**src/rtl/cu_param_pkg.sv**
```systemverilog
// ============================================================================
// Module      : cu_pkg
// Description : Shared opcodes, FSM states, bus-select and ALU constants for
//               the parametrised multi-cycle control unit.
// Revision    : 1.0 - initial release
// ============================================================================
`default_nettype none

package cu_pkg;

    typedef enum logic [2:0] {
        OP_MOV  = 3'b000,
        OP_MVI  = 3'b001,
        OP_ADD  = 3'b010,
        OP_SUB  = 3'b011,
        OP_AND  = 3'b100,
        OP_OR   = 3'b101,
        OP_XOR  = 3'b110,
        OP_HALT = 3'b111
    } opcode_e;

    typedef enum logic [2:0] {
        ST_FETCH = 3'd0,
        ST_EX1   = 3'd1,
        ST_EX2   = 3'd2,
        ST_EX3   = 3'd3,
        ST_HALT  = 3'd4
    } state_e;

    localparam logic [1:0] BUS_REG  = 2'b00;
    localparam logic [1:0] BUS_G    = 2'b01;
    localparam logic [1:0] BUS_EXT  = 2'b10;
    localparam logic [1:0] BUS_NONE = 2'b11;

    localparam logic [2:0] ALU_ADD = 3'b000;
    localparam logic [2:0] ALU_SUB = 3'b001;
    localparam logic [2:0] ALU_AND = 3'b010;
    localparam logic [2:0] ALU_OR  = 3'b011;
    localparam logic [2:0] ALU_XOR = 3'b100;

    // Non-ALU opcodes map to ADD, which is also the idle encoding.
    function automatic logic [2:0] alu_op_of(input opcode_e op);
        logic [2:0] r;
        case (op)
            OP_ADD:  r = ALU_ADD;
            OP_SUB:  r = ALU_SUB;
            OP_AND:  r = ALU_AND;
            OP_OR:   r = ALU_OR;
            OP_XOR:  r = ALU_XOR;
            default: r = ALU_ADD;
        endcase
        return r;
    endfunction

endpackage

`default_nettype wire

```
**src/rtl/cu_param_if.sv**
```systemverilog
// ============================================================================
// Module      : cu_param_if
// Description : Fetch handshake and datapath control bundle of cu_param.
// Revision    : 1.0 - initial release
// ============================================================================
`default_nettype none

interface cu_param_if #(
    parameter int NREG = 8
);
    localparam int RA_W = $clog2(NREG);
    localparam int IW   = 3 + 2 * RA_W;

    logic            instr_valid;
    logic [IW-1:0]   instr;
    logic            instr_ready;
    logic            resume;
    logic [1:0]      bus_src;
    logic [RA_W-1:0] bus_reg;
    logic            a_en;
    logic            g_en;
    logic [2:0]      alu_op;
    logic [NREG-1:0] reg_en;
    logic            done;
    logic            halted;

    // Master is the instruction source / datapath side; slave is the CU.
    modport master (
        output instr_valid, instr, resume,
        input  instr_ready, bus_src, bus_reg, a_en, g_en, alu_op,
               reg_en, done, halted
    );

    modport slave (
        input  instr_valid, instr, resume,
        output instr_ready, bus_src, bus_reg, a_en, g_en, alu_op,
               reg_en, done, halted
    );

endinterface

`default_nettype wire

```
**src/rtl/cu_param.sv**
```systemverilog
// ============================================================================
// Module      : cu_param
// Description : Multi-cycle control unit sequencing the register-file/ALU
//               datapath from a fetched instruction register.
// Revision    : 1.0 - initial release
// ============================================================================
`default_nettype none

module cu_param
    import cu_pkg::*;
#(
    parameter int NREG = 8
) (
    input  wire logic clk,
    input  wire logic rst_n,
    cu_param_if.slave cif
);

    localparam int RA_W = $clog2(NREG);
    localparam int IW   = 3 + 2 * RA_W;

    state_e          r_state;
    state_e          w_state_nxt;
    logic [IW-1:0]   r_ir;

    opcode_e         w_op;
    logic [RA_W-1:0] w_dest;
    logic [RA_W-1:0] w_src;
    logic [NREG-1:0] w_dest_oh;

    logic            w_ready;
    logic [1:0]      w_bus_src;
    logic [RA_W-1:0] w_bus_reg;
    logic            w_a_en;
    logic            w_g_en;
    logic [2:0]      w_alu_op;
    logic [NREG-1:0] w_reg_en;
    logic            w_done;
    logic            w_halted;

    assign w_op      = opcode_e'(r_ir[IW-1:IW-3]);
    assign w_dest    = r_ir[2*RA_W-1:RA_W];
    assign w_src     = r_ir[RA_W-1:0];
    assign w_dest_oh = {{(NREG-1){1'b0}}, 1'b1} << w_dest;

    always_ff @(posedge clk or negedge rst_n) begin
        if (!rst_n) begin
            r_state <= ST_FETCH;
            r_ir    <= '0;
        end else begin
            r_state <= w_state_nxt;
            if (w_ready && cif.instr_valid) begin
                r_ir <= cif.instr;
            end
        end
    end

    always_comb begin
        w_state_nxt = r_state;
        w_ready     = 1'b0;
        w_bus_src   = BUS_NONE;
        w_bus_reg   = '0;
        w_a_en      = 1'b0;
        w_g_en      = 1'b0;
        w_alu_op    = ALU_ADD;
        w_reg_en    = '0;
        w_done      = 1'b0;
        w_halted    = 1'b0;

        case (r_state)
            ST_FETCH: begin
                w_ready = 1'b1;
                if (cif.instr_valid) begin
                    w_state_nxt = ST_EX1;
                end
            end
            ST_EX1: begin
                case (w_op)
                    OP_MOV: begin
                        w_bus_src   = BUS_REG;
                        w_bus_reg   = w_src;
                        w_reg_en    = w_dest_oh;
                        w_done      = 1'b1;
                        w_state_nxt = ST_FETCH;
                    end
                    OP_MVI: begin
                        w_bus_src   = BUS_EXT;
                        w_reg_en    = w_dest_oh;
                        w_done      = 1'b1;
                        w_state_nxt = ST_FETCH;
                    end
                    OP_HALT: begin
                        w_done      = 1'b1;
                        w_state_nxt = ST_HALT;
                    end
                    default: begin
                        // Two-operand ops first latch the destination into A.
                        w_bus_src   = BUS_REG;
                        w_bus_reg   = w_dest;
                        w_a_en      = 1'b1;
                        w_state_nxt = ST_EX2;
                    end
                endcase
            end
            ST_EX2: begin
                w_bus_src   = BUS_REG;
                w_bus_reg   = w_src;
                w_alu_op    = alu_op_of(w_op);
                w_g_en      = 1'b1;
                w_state_nxt = ST_EX3;
            end
            ST_EX3: begin
                w_bus_src   = BUS_G;
                w_reg_en    = w_dest_oh;
                w_done      = 1'b1;
                w_state_nxt = ST_FETCH;
            end
            ST_HALT: begin
                w_halted = 1'b1;
                if (cif.resume) begin
                    w_state_nxt = ST_FETCH;
                end
            end
            default: begin
                w_state_nxt = ST_FETCH;
            end
        endcase
    end

    assign cif.instr_ready = w_ready;
    assign cif.bus_src     = w_bus_src;
    assign cif.bus_reg     = w_bus_reg;
    assign cif.a_en        = w_a_en;
    assign cif.g_en        = w_g_en;
    assign cif.alu_op      = w_alu_op;
    assign cif.reg_en      = w_reg_en;
    assign cif.done        = w_done;
    assign cif.halted      = w_halted;

endmodule

`default_nettype wire

```
**src/flat_wrapper.sv**
```systemverilog
// flat-port wrapper written by rule: the top's interface ports become plain ports
module cu_param_flat import cu_pkg::*;
#(
    parameter int NREG = 8
)
  (clk, rst_n, cif_instr_valid, cif_instr, cif_resume, cif_instr_ready, cif_bus_src, cif_bus_reg, cif_a_en, cif_g_en, cif_alu_op, cif_reg_en, cif_done, cif_halted);
  cu_param_if #(.NREG(NREG)) cif_i ();
  input  wire logic clk;
  input  wire logic rst_n;
  input wire logic [$bits(cif_i.instr_valid)-1:0] cif_instr_valid;
  input wire logic [$bits(cif_i.instr)-1:0] cif_instr;
  input wire logic [$bits(cif_i.resume)-1:0] cif_resume;
  output wire logic [$bits(cif_i.instr_ready)-1:0] cif_instr_ready;
  output wire logic [$bits(cif_i.bus_src)-1:0] cif_bus_src;
  output wire logic [$bits(cif_i.bus_reg)-1:0] cif_bus_reg;
  output wire logic [$bits(cif_i.a_en)-1:0] cif_a_en;
  output wire logic [$bits(cif_i.g_en)-1:0] cif_g_en;
  output wire logic [$bits(cif_i.alu_op)-1:0] cif_alu_op;
  output wire logic [$bits(cif_i.reg_en)-1:0] cif_reg_en;
  output wire logic [$bits(cif_i.done)-1:0] cif_done;
  output wire logic [$bits(cif_i.halted)-1:0] cif_halted;
  assign cif_i.instr_valid = cif_instr_valid;
  assign cif_i.instr = cif_instr;
  assign cif_i.resume = cif_resume;
  assign cif_instr_ready = cif_i.instr_ready;
  assign cif_bus_src = cif_i.bus_src;
  assign cif_bus_reg = cif_i.bus_reg;
  assign cif_a_en = cif_i.a_en;
  assign cif_g_en = cif_i.g_en;
  assign cif_alu_op = cif_i.alu_op;
  assign cif_reg_en = cif_i.reg_en;
  assign cif_done = cif_i.done;
  assign cif_halted = cif_i.halted;
  cu_param #(.NREG(NREG)) u_core (.clk(clk), .rst_n(rst_n), .cif(cif_i));
endmodule
```
**config.mk**
```make
export PLATFORM = sky130hd
export DESIGN_NAME = cu_param_flat
export DESIGN_NICKNAME = d
export VERILOG_FILES = /design/src/rtl/cu_param_pkg.sv /design/src/rtl/cu_param_if.sv /design/src/rtl/cu_param.sv /design/src/flat_wrapper.sv
export SDC_FILE = /design/constraint.sdc
export NUM_CORES = 1
export LEC_CHECK = 0
export ABC_AREA = 1
export CORE_UTILIZATION = 48
export CTS_BUF_LIST = sky130_fd_sc_hd__clkbuf_8
export DETAILED_ROUTE_END_ITERATION = 16
export PLACE_DENSITY = 0.87
export SYNTH_ARGS = -nofsm -noshare
export SYNTH_HDL_FRONTEND = slang
export SYNTH_SLANG_ARGS = --single-unit
```
**constraint.sdc**
```tcl
create_clock -name clk -period 3.3 [get_ports clk]
set_input_delay 0.66 -clock clk [delete_from_list [all_inputs] [get_ports clk]]
set_output_delay 0.66 -clock clk [all_outputs]
set_load 0.05 [all_outputs]
```
# Yosys cells after proc, flatten, opt, wreduce, memory -nomap -nowiden
# Cells that the tools add are included.
[classes] eq_ne=12 shift=1 muxes=19 reduce_logical=7
[ops] operator="3-bit case mux with 4 select lines" count=2
[ops] operator="3-bit case mux with 2 select lines" count=3
[ops] operator="8-bit case mux with 2 select lines" count=1
[ops] operator="3-bit == test (second input constant)" count=5
[ops] operator="3-bit by 2-bit == test with 1-bit output (second input constant)" count=3
[ops] operator="3-bit 2-to-1 mux" count=3
[ops] operator="8-bit 2-to-1 mux" count=1
[ops] operator="1-bit by 3-bit left shift with 8-bit output (first input constant)" count=1
[ops] operator="3-bit by 1-bit == test with 1-bit output (second input constant)" count=2
[ops] operator="3-bit logical NOT" count=2
[ops] operator="1-bit 2-to-1 mux" count=6
[ops] operator="2-bit case mux with 3 select lines" count=1
[ops] operator="2-bit inequality test (second input constant)" count=2
[ops] operator="2-bit case mux with 2 select lines" count=1
[ops] operator="2-bit OR reduction" count=2
[ops] operator="3-bit OR reduction" count=1
[ops] operator="1-bit case mux with 2 select lines" count=1
[ops] operator="2-bit AND reduction" count=1
[ops] operator="1-bit logical AND" count=1
[totals] register_bits=12 in_bits=13 word_cells=41

# Depth between registers and ports, before layout
# Gate-level depths: netlist (run 1).
[depth] depth_word=4 depth_mapped=6 mapped_depth_nobuf=6

# Worst setup path after synthesis (run 1)
# Ideal clock, no wire load.
[synth_path] path_kind="register to output" start="register u_core.r_ir[8]" end="output port cif_reg_en[3]" arrival_time_ps=1904 t_required_ps=2640 slack_ps=736 stages_incl_launch_ff=4 path_buffers=0 path_cell_list="dfrtp_1 nor2_1 nand3_1 o21ai_0"
[synth_via] elab_chain_len=4 elab_cells_between_ends=5 cone_classes="1 x eq/ne; 2 x mux; 2 x reduce/logical"
[synth_lines] element="from (decl)" line_no="cu_param.sv:24" text="logic [IW-1:0] r_ir;"
[synth_lines] element="from (signal assigned)" line_no="cu_param.sv:53" text="r_ir <= cif.instr;"
[synth_lines] element="3-bit by 1-bit == test with 1-bit output / 3-bit logical NOT (equally long branches)" line_no="cu_param.sv:78" text="case (w_op)"
[synth_lines] element="2-bit OR reduction (no line) *"
[synth_lines] element="8-bit 2-to-1 mux *" line_no="cu_param.sv:78"
[synth_lines] element="8-bit case mux with 2 select lines *" line_no="cu_param.sv:70" text="case (r_state)"
[synth_lines] element="to (decl)" line_no="flat_wrapper.sv:19" text="output wire logic [$bits(cif_i.reg_en)-1:0] cif_reg_en;"
# Mark *: on every way between the ends. The rest lies on a longest branch, timed or not.

# Worst setup path after layout (run 1)
[layout_path] start="register u_core.r_ir[7]" end="output port cif_reg_en[0]"
# Same word-level chain as after synthesis.

==> flow_metrics.tcl, run 1 <==
set metrics [dict create \
    holdWs_ns 0.5000 \
    cp.buffers_inverters 1 \
    cp_max_fo 7 \
    netlist_instances 134 \
    hold_start "u_core.r_ir[1]" \
    place_inst 188 \
    clock_sinks 12 \
    cp-end-kind "output pin" \
    n_antenna_cell 0 \
    maxSlewViolCount 0 \
    gr-total-overflow 0 \
    synthXorXnorAreaFrac_pct 0 \
    synthesis.area_um2 858.3 \
    route.detailed.drc 0 \
    start_util_pct 53.85 \
    yosys.cell_count.top_type "nand2_1" \
    synth_common_cells "nand2_1 (40), nand3_1 (30), nor2_1 (15)" \
    drt_iter0_markers 28 \
    maxSlewHeadroom_pct 62.93 \
    die_area_um2 1961 \
    vias_per_cell 5.026 \
    worstSkewPairLatency_ns 0.24 \
    clock_power_share_pct 9.8 \
    post-dp-hpwl_um 1620 \
    numCtsBuffers 3 \
    firstDrtPassIters 4 \
    ys_async_sr_fraction_pct 100.0 \
    grt_max_degree 13 \
    synth.distinct_cells 18 \
    combPwrFrac_pct 67.3 \
    synth-simple-area-share_pct 49.13 \
    ios 34 \
    hold_path_class "reg -> reg" \
    p_switching_mw 0.8017 \
    fin_setup_tns_ns 0 \
    syn_nets 147 \
    synth_area_leaders "dfrtp_1 (35%), nand2_1 (17%), nand3_1 (17%)" \
    synth_area_per_cell_um2 6.405 \
    core_um2 1594 \
    finalInstanceArea_um2 1244 \
    p_int_mw 0.5845 \
    ys_seq_area_share_pct 34.99 \
    setup-violations-final 0 \
    placed_area_um2 1202 \
    slowest_delay_ns 0.83 \
    max_freq_mhz 344.3 \
    final_nets 182 \
    cts_max_level 1 \
    ant_nets 0 \
    cap_violations 0 \
    p_sw_share_pct 57.83 \
    hold_viol_final 0 \
    start_kind "flop" \
    yosys_warnings 0 \
    synth_ff_type "dfrtp_1" \
    cts.clk_slew.worst_paths_ns 0.05 \
    fin_crit_ns 2.904 \
    worst_path_max_delay_cell "clkdlybuf4s50_1" \
    numPortBuffers 33 \
    crit_start "u_core.r_ir[7]" \
    synth_compound_area_share_pct 6.560 \
    antenna_found_initial 0 \
    r2r_end "u_core.r_ir[0]" \
    synthAdderAreaFrac_pct 0 \
    wirelength_um 2147 \
    synthMuxAreaShare_pct 0 \
    cts_resized 0 \
    grt_pass1_vias 805 \
    yosys.area.top_type_share_pct 34.99 \
    post_cts_buffers 0 \
    syn_to_final_growth_pct 44.90 \
    critical_path_class "reg -> out" \
    seq_power_share_pct 23.0 \
    fin_cells 191 \
    cts_tree "yes" \
    worstSetupPathDepth 4 \
    fill_cells 120 \
    gr-usage-all-layers_pct 25.09 \
    wl_per_cell_um 11.24 \
    gp_congestion 0.8750 \
    die_h_um 44.29 \
    grt_pass1_wl_um 3670 \
    r2r-start "u_core.r_state[1]" \
    utilization_pct 78.02 \
    synth_top_family_by_area "simple AND/OR/NAND/NOR gates" \
    crit_family "buffers and inverters" \
    rows 14 \
    drive_above_1_share_pct 7.186 \
    synth_top_area_cell "dfrtp_1" \
    die_x_um 44.29 \
    p_per_area_nw_per_um2 1115 \
    arrival_ns 2.24 \
    worst-r2r-setup-slack_ns 1.99 \
    via_count 960 \
    tightest_slew_ns 0.5543 \
    crit_chain "nor2_1, nand3_1, o21ai_0, clkdlybuf4s50_1" \
    crit_path_end "cif_reg_en[0]" \
    synth_seq_cells 12 \
    p_leak_nw 0.5945 \
    fin_crit_sh_pct 88.00 \
    postCtsHoldBufs 0 \
    synth_edf_count 0 \
    fin_worst_skew_ns 0.001885 \
    root_buffer "clkbuf_8" \
    critPathRequiredTime_ns 2.64 \
    status "finished, final reports clean" \
    rr_worst_depth 5 \
    clockBufferDepth 2 \
    ir_drop_uv 714.5 \
    hold_depth 2 \
    rsz0062_at_grt "no" \
]
logic make-up (layout without fill, tap and decap cells):
group                  count (synthesis)  in the layout
AO/OA/AOI/OAI                         10             10
buffers and inverters                 19             52
flip-flops                            12             12
AND/OR/NAND/NOR                       93             93
how the worst min path moves through the flow:
stage	to
4_1_cts	u_core.r_ir[1]
5_1_grt	u_core.r_ir[1]
3_5_place_dp	u_core.r_ir[1]
6_report	u_core.r_ir[1]
2_1_floorplan	u_core.r_ir[0]
3_3_place_gp	u_core.r_ir[2]
cell usage in the layout (no fill, tap or decap):
cell type        netlist  layout
clkdlybuf4s50_1        0      33
buf_4                  1       1
nand3_2                2       2
clkbuf_8               0       3
nor2_1                15      15
nand3_1               30      30
o21ai_0                8       8
inv_2                  2       2
o211ai_1               1       1
nor3_2                 1       1
dfrtp_1               12      12
or2_4                  1       1
inv_1                 13      13
o21ai_2                1       1
nand2_1               40      40
nor3_1                 3       3
nor2_4                 1       1
per-stage QoR:
step | setup slack (ns) | total power, mW
5_1_grt | 0.2641 | 1.480
3_5_place_dp | 0.6825 | 1.244
6_report | 0.3958 | 1.386
3_3_place_gp | 0.7252 | 1.226
2_1_floorplan | 0.7356 | 0.9767
4_1_cts | 0.4192 | 1.385
registers in the layout, summed over array words and instances (netlist names):
register	flops
u_core.r_ir	9
u_core.r_state	3
routing by layer:
metal  global-route usage [%]  vias to the layer above  part of all wire (%)
met1                    34.37                      419                    48
met3                    4.082                        5                   4.0
li1                         -                      502                     -
met5                        0                        -                     0
met4                    9.697                        0                   1.1
met2                    39.71                       34                    46
worst register-to-register path, delay by kind of cell (launching register included):
family / cells / cell delay, ns
AND/OR/NAND/NOR: 4 / 0.58
flip-flops: 1 / 0.44
buffers and inverters: 1 / 0.19
power by group through the flow:
stage,sequential [mW],clock (mW),combinational [mW]
6_report,0.318,0.136,0.932
5_1_grt,0.334,0.142,1.00
4_1_cts,0.317,0.135,0.933
3_5_place_dp,0.318,0,0.926
3_3_place_gp,0.314,0,0.911
2_1_floorplan,0.285,0,0.692
layout make-up:
class / instances / area (um2) / share of cell area (%)
inverters: 15 / 56.30 / 4.527
clock buffers: 3 / 41.29 / 3.320
flip-flops and latches: 12 / 300.3 / 24.14
repair buffers: 34 / 337.8 / 27.16
well taps: 24 / 30.03 / 2.414
multi-input cells: 103 / 478.0 / 38.43
(Power assumes the default switching activity.)
==> run 2: changes to the inputs <==
CORE_UTILIZATION = 60   (was 48)
DONT_BUFFER_PORTS = 1   (was not set)
PLACE_DENSITY = 0.76   (was 0.87)
TNS_END_PERCENT = 50   (was not set)
==> flow_metrics.tcl, run 2 (synthesized netlist as in run 1, its figures left out) <==
set metrics [dict create \
    start_kind "flop" \
    slowest_delay_ns 0.43 \
    finalInstanceArea_um2 983.4 \
    rsz0062_at_grt "no" \
    regArea_um2 300.3 \
    cp-end-kind "output pin" \
    setup-violations-final 0 \
    wl_per_cell_um 12.70 \
    cts_max_level 1 \
    fin_crit_sh_pct 77.14 \
    hold_viol_final 0 \
    grt_pass1_vias 648 \
    ant_nets 0 \
    die_x_um 39.82 \
    status "finished, final reports clean" \
    gr-total-overflow 0 \
    crit_chain "inv_1, nand3_2, nor2_4, nand2_1, nand2_1" \
    cts.clk_slew.worst_paths_ns 0.05 \
    tightest_slew_ns 0.8997 \
    vias_per_cell 5.686 \
    worstSkewPairLatency_ns 0.24 \
    cp.buffers_inverters 1 \
    drive_above_1_share_pct 15.28 \
    fill_cells 120 \
    numCtsBuffers 3 \
    grt_max_degree 13 \
    final_nets 158 \
    core_um2 1318 \
    grt_pass1_wl_um 2704 \
    postCtsHoldBufs 0 \
    gr-usage-all-layers_pct 26.59 \
    max_flop_register "u_core.r_ir" \
    cp_max_fo 12 \
    crit_family "simple AND/OR/NAND/NOR gates" \
    fin_cells 159 \
    post-dp-hpwl_um 1507 \
    cts_resized 0 \
    arrival_ns 1.89 \
    cts_tree "yes" \
    clock_sinks 12 \
    gp_congestion 0.8365 \
    post_cts_buffers 0 \
    start_util_pct 65.15 \
    place_inst 155 \
    die_h_um 39.82 \
    hold_path_class "in -> async" \
    firstDrtPassIters 4 \
    final_cell_mix "nand2_1 (40), nand3_1 (30), nor2_1 (15)" \
    final_common_cell "nand2_1" \
    maxSlewViolCount 0 \
    root_buffer "clkbuf_8" \
    die_area_um2 1586 \
    max_freq_mhz 392.8 \
    rows 13 \
    via_count 904 \
    fin_crit_ns 2.546 \
    fin_setup_tns_ns 0 \
    multi_input_area_um2 478.0 \
    route.detailed.drc 0 \
    antenna_found_initial 0 \
    maxSlewHeadroom_pct 39.80 \
    n_antenna_cell 0 \
    cap_violations 0 \
    wirelength_um 2020 \
    path_common_cell "nand2_1" \
    largestRegisters "u_core.r_ir x9, u_core.r_state x3" \
    largest_reg_flops 9 \
    ios 34 \
    placed_area_um2 928.4 \
    numPortBuffers 0 \
    holdWs_ns 0.1101 \
    drt_iter0_markers 30 \
    syn_to_final_growth_pct 14.58 \
    clockBufferDepth 2 \
    critPathRequiredTime_ns 2.64 \
    fin_worst_skew_ns 0.004976 \
    worst_path_max_delay_cell "dfrtp_1" \
    critical_path_class "reg -> out" \
]
-- run 2: changes by cell type in the layout (fill, tap and decap cells not counted), sizes merged --
cell,before,now
clkdlybuf4s50,33,0
buf,1,10
clkbuf,3,4
-- run 2: area by class of cell --
class,count,share of cell area (%)
clock buffers,4,5.598
inverters,15,5.725
multi-input cells,103,48.60
flip-flops and latches,12,30.53
well taps,15,1.908
repair buffers,10,7.634
-- run 2: per-stage QoR --
| step | utilization (%) | worst slack (ns) |
|---|---|---|
| detailed placement | 70.47 | 1.029 |
| CTS | 74.64 | 0.7643 |
| finish | 74.64 | 0.7544 |
| global route | 74.64 | 0.6183 |
| global placement | 70.47 | 1.068 |
| floorplan | - | 0.7356 |
-- run 2: metal layers --
layer	vias to the layer above	track usage [%]	wire (um)
met4	0	12.93	19
met5	-	0	0
met2	31	43.03	1001
met3	4	5.682	102
li1	456	-	-
met1	413	33.09	896
-- run 2: final timing paths --
path,from,endpoint,slack (ns),cells past startpoint
worst max-delay path,u_core.r_state[2],cif_bus_reg[2],0.75,5
max in group asynchronous,rst_n,u_core.r_ir[3],3.12,0
worst min-delay path,rst_n,u_core.r_state[1],0.11,0
min in group clk,u_core.r_ir[0],u_core.r_ir[0],0.52,2
worst min register to register,u_core.r_ir[0],u_core.r_ir[0],0.52,2
worst max register to register,u_core.r_state[2],u_core.r_ir[4],1.82,5
Power of run 2 is not shown: default switching activity piles up to over one toggle a cycle in this logic, so the estimate is an artifact.
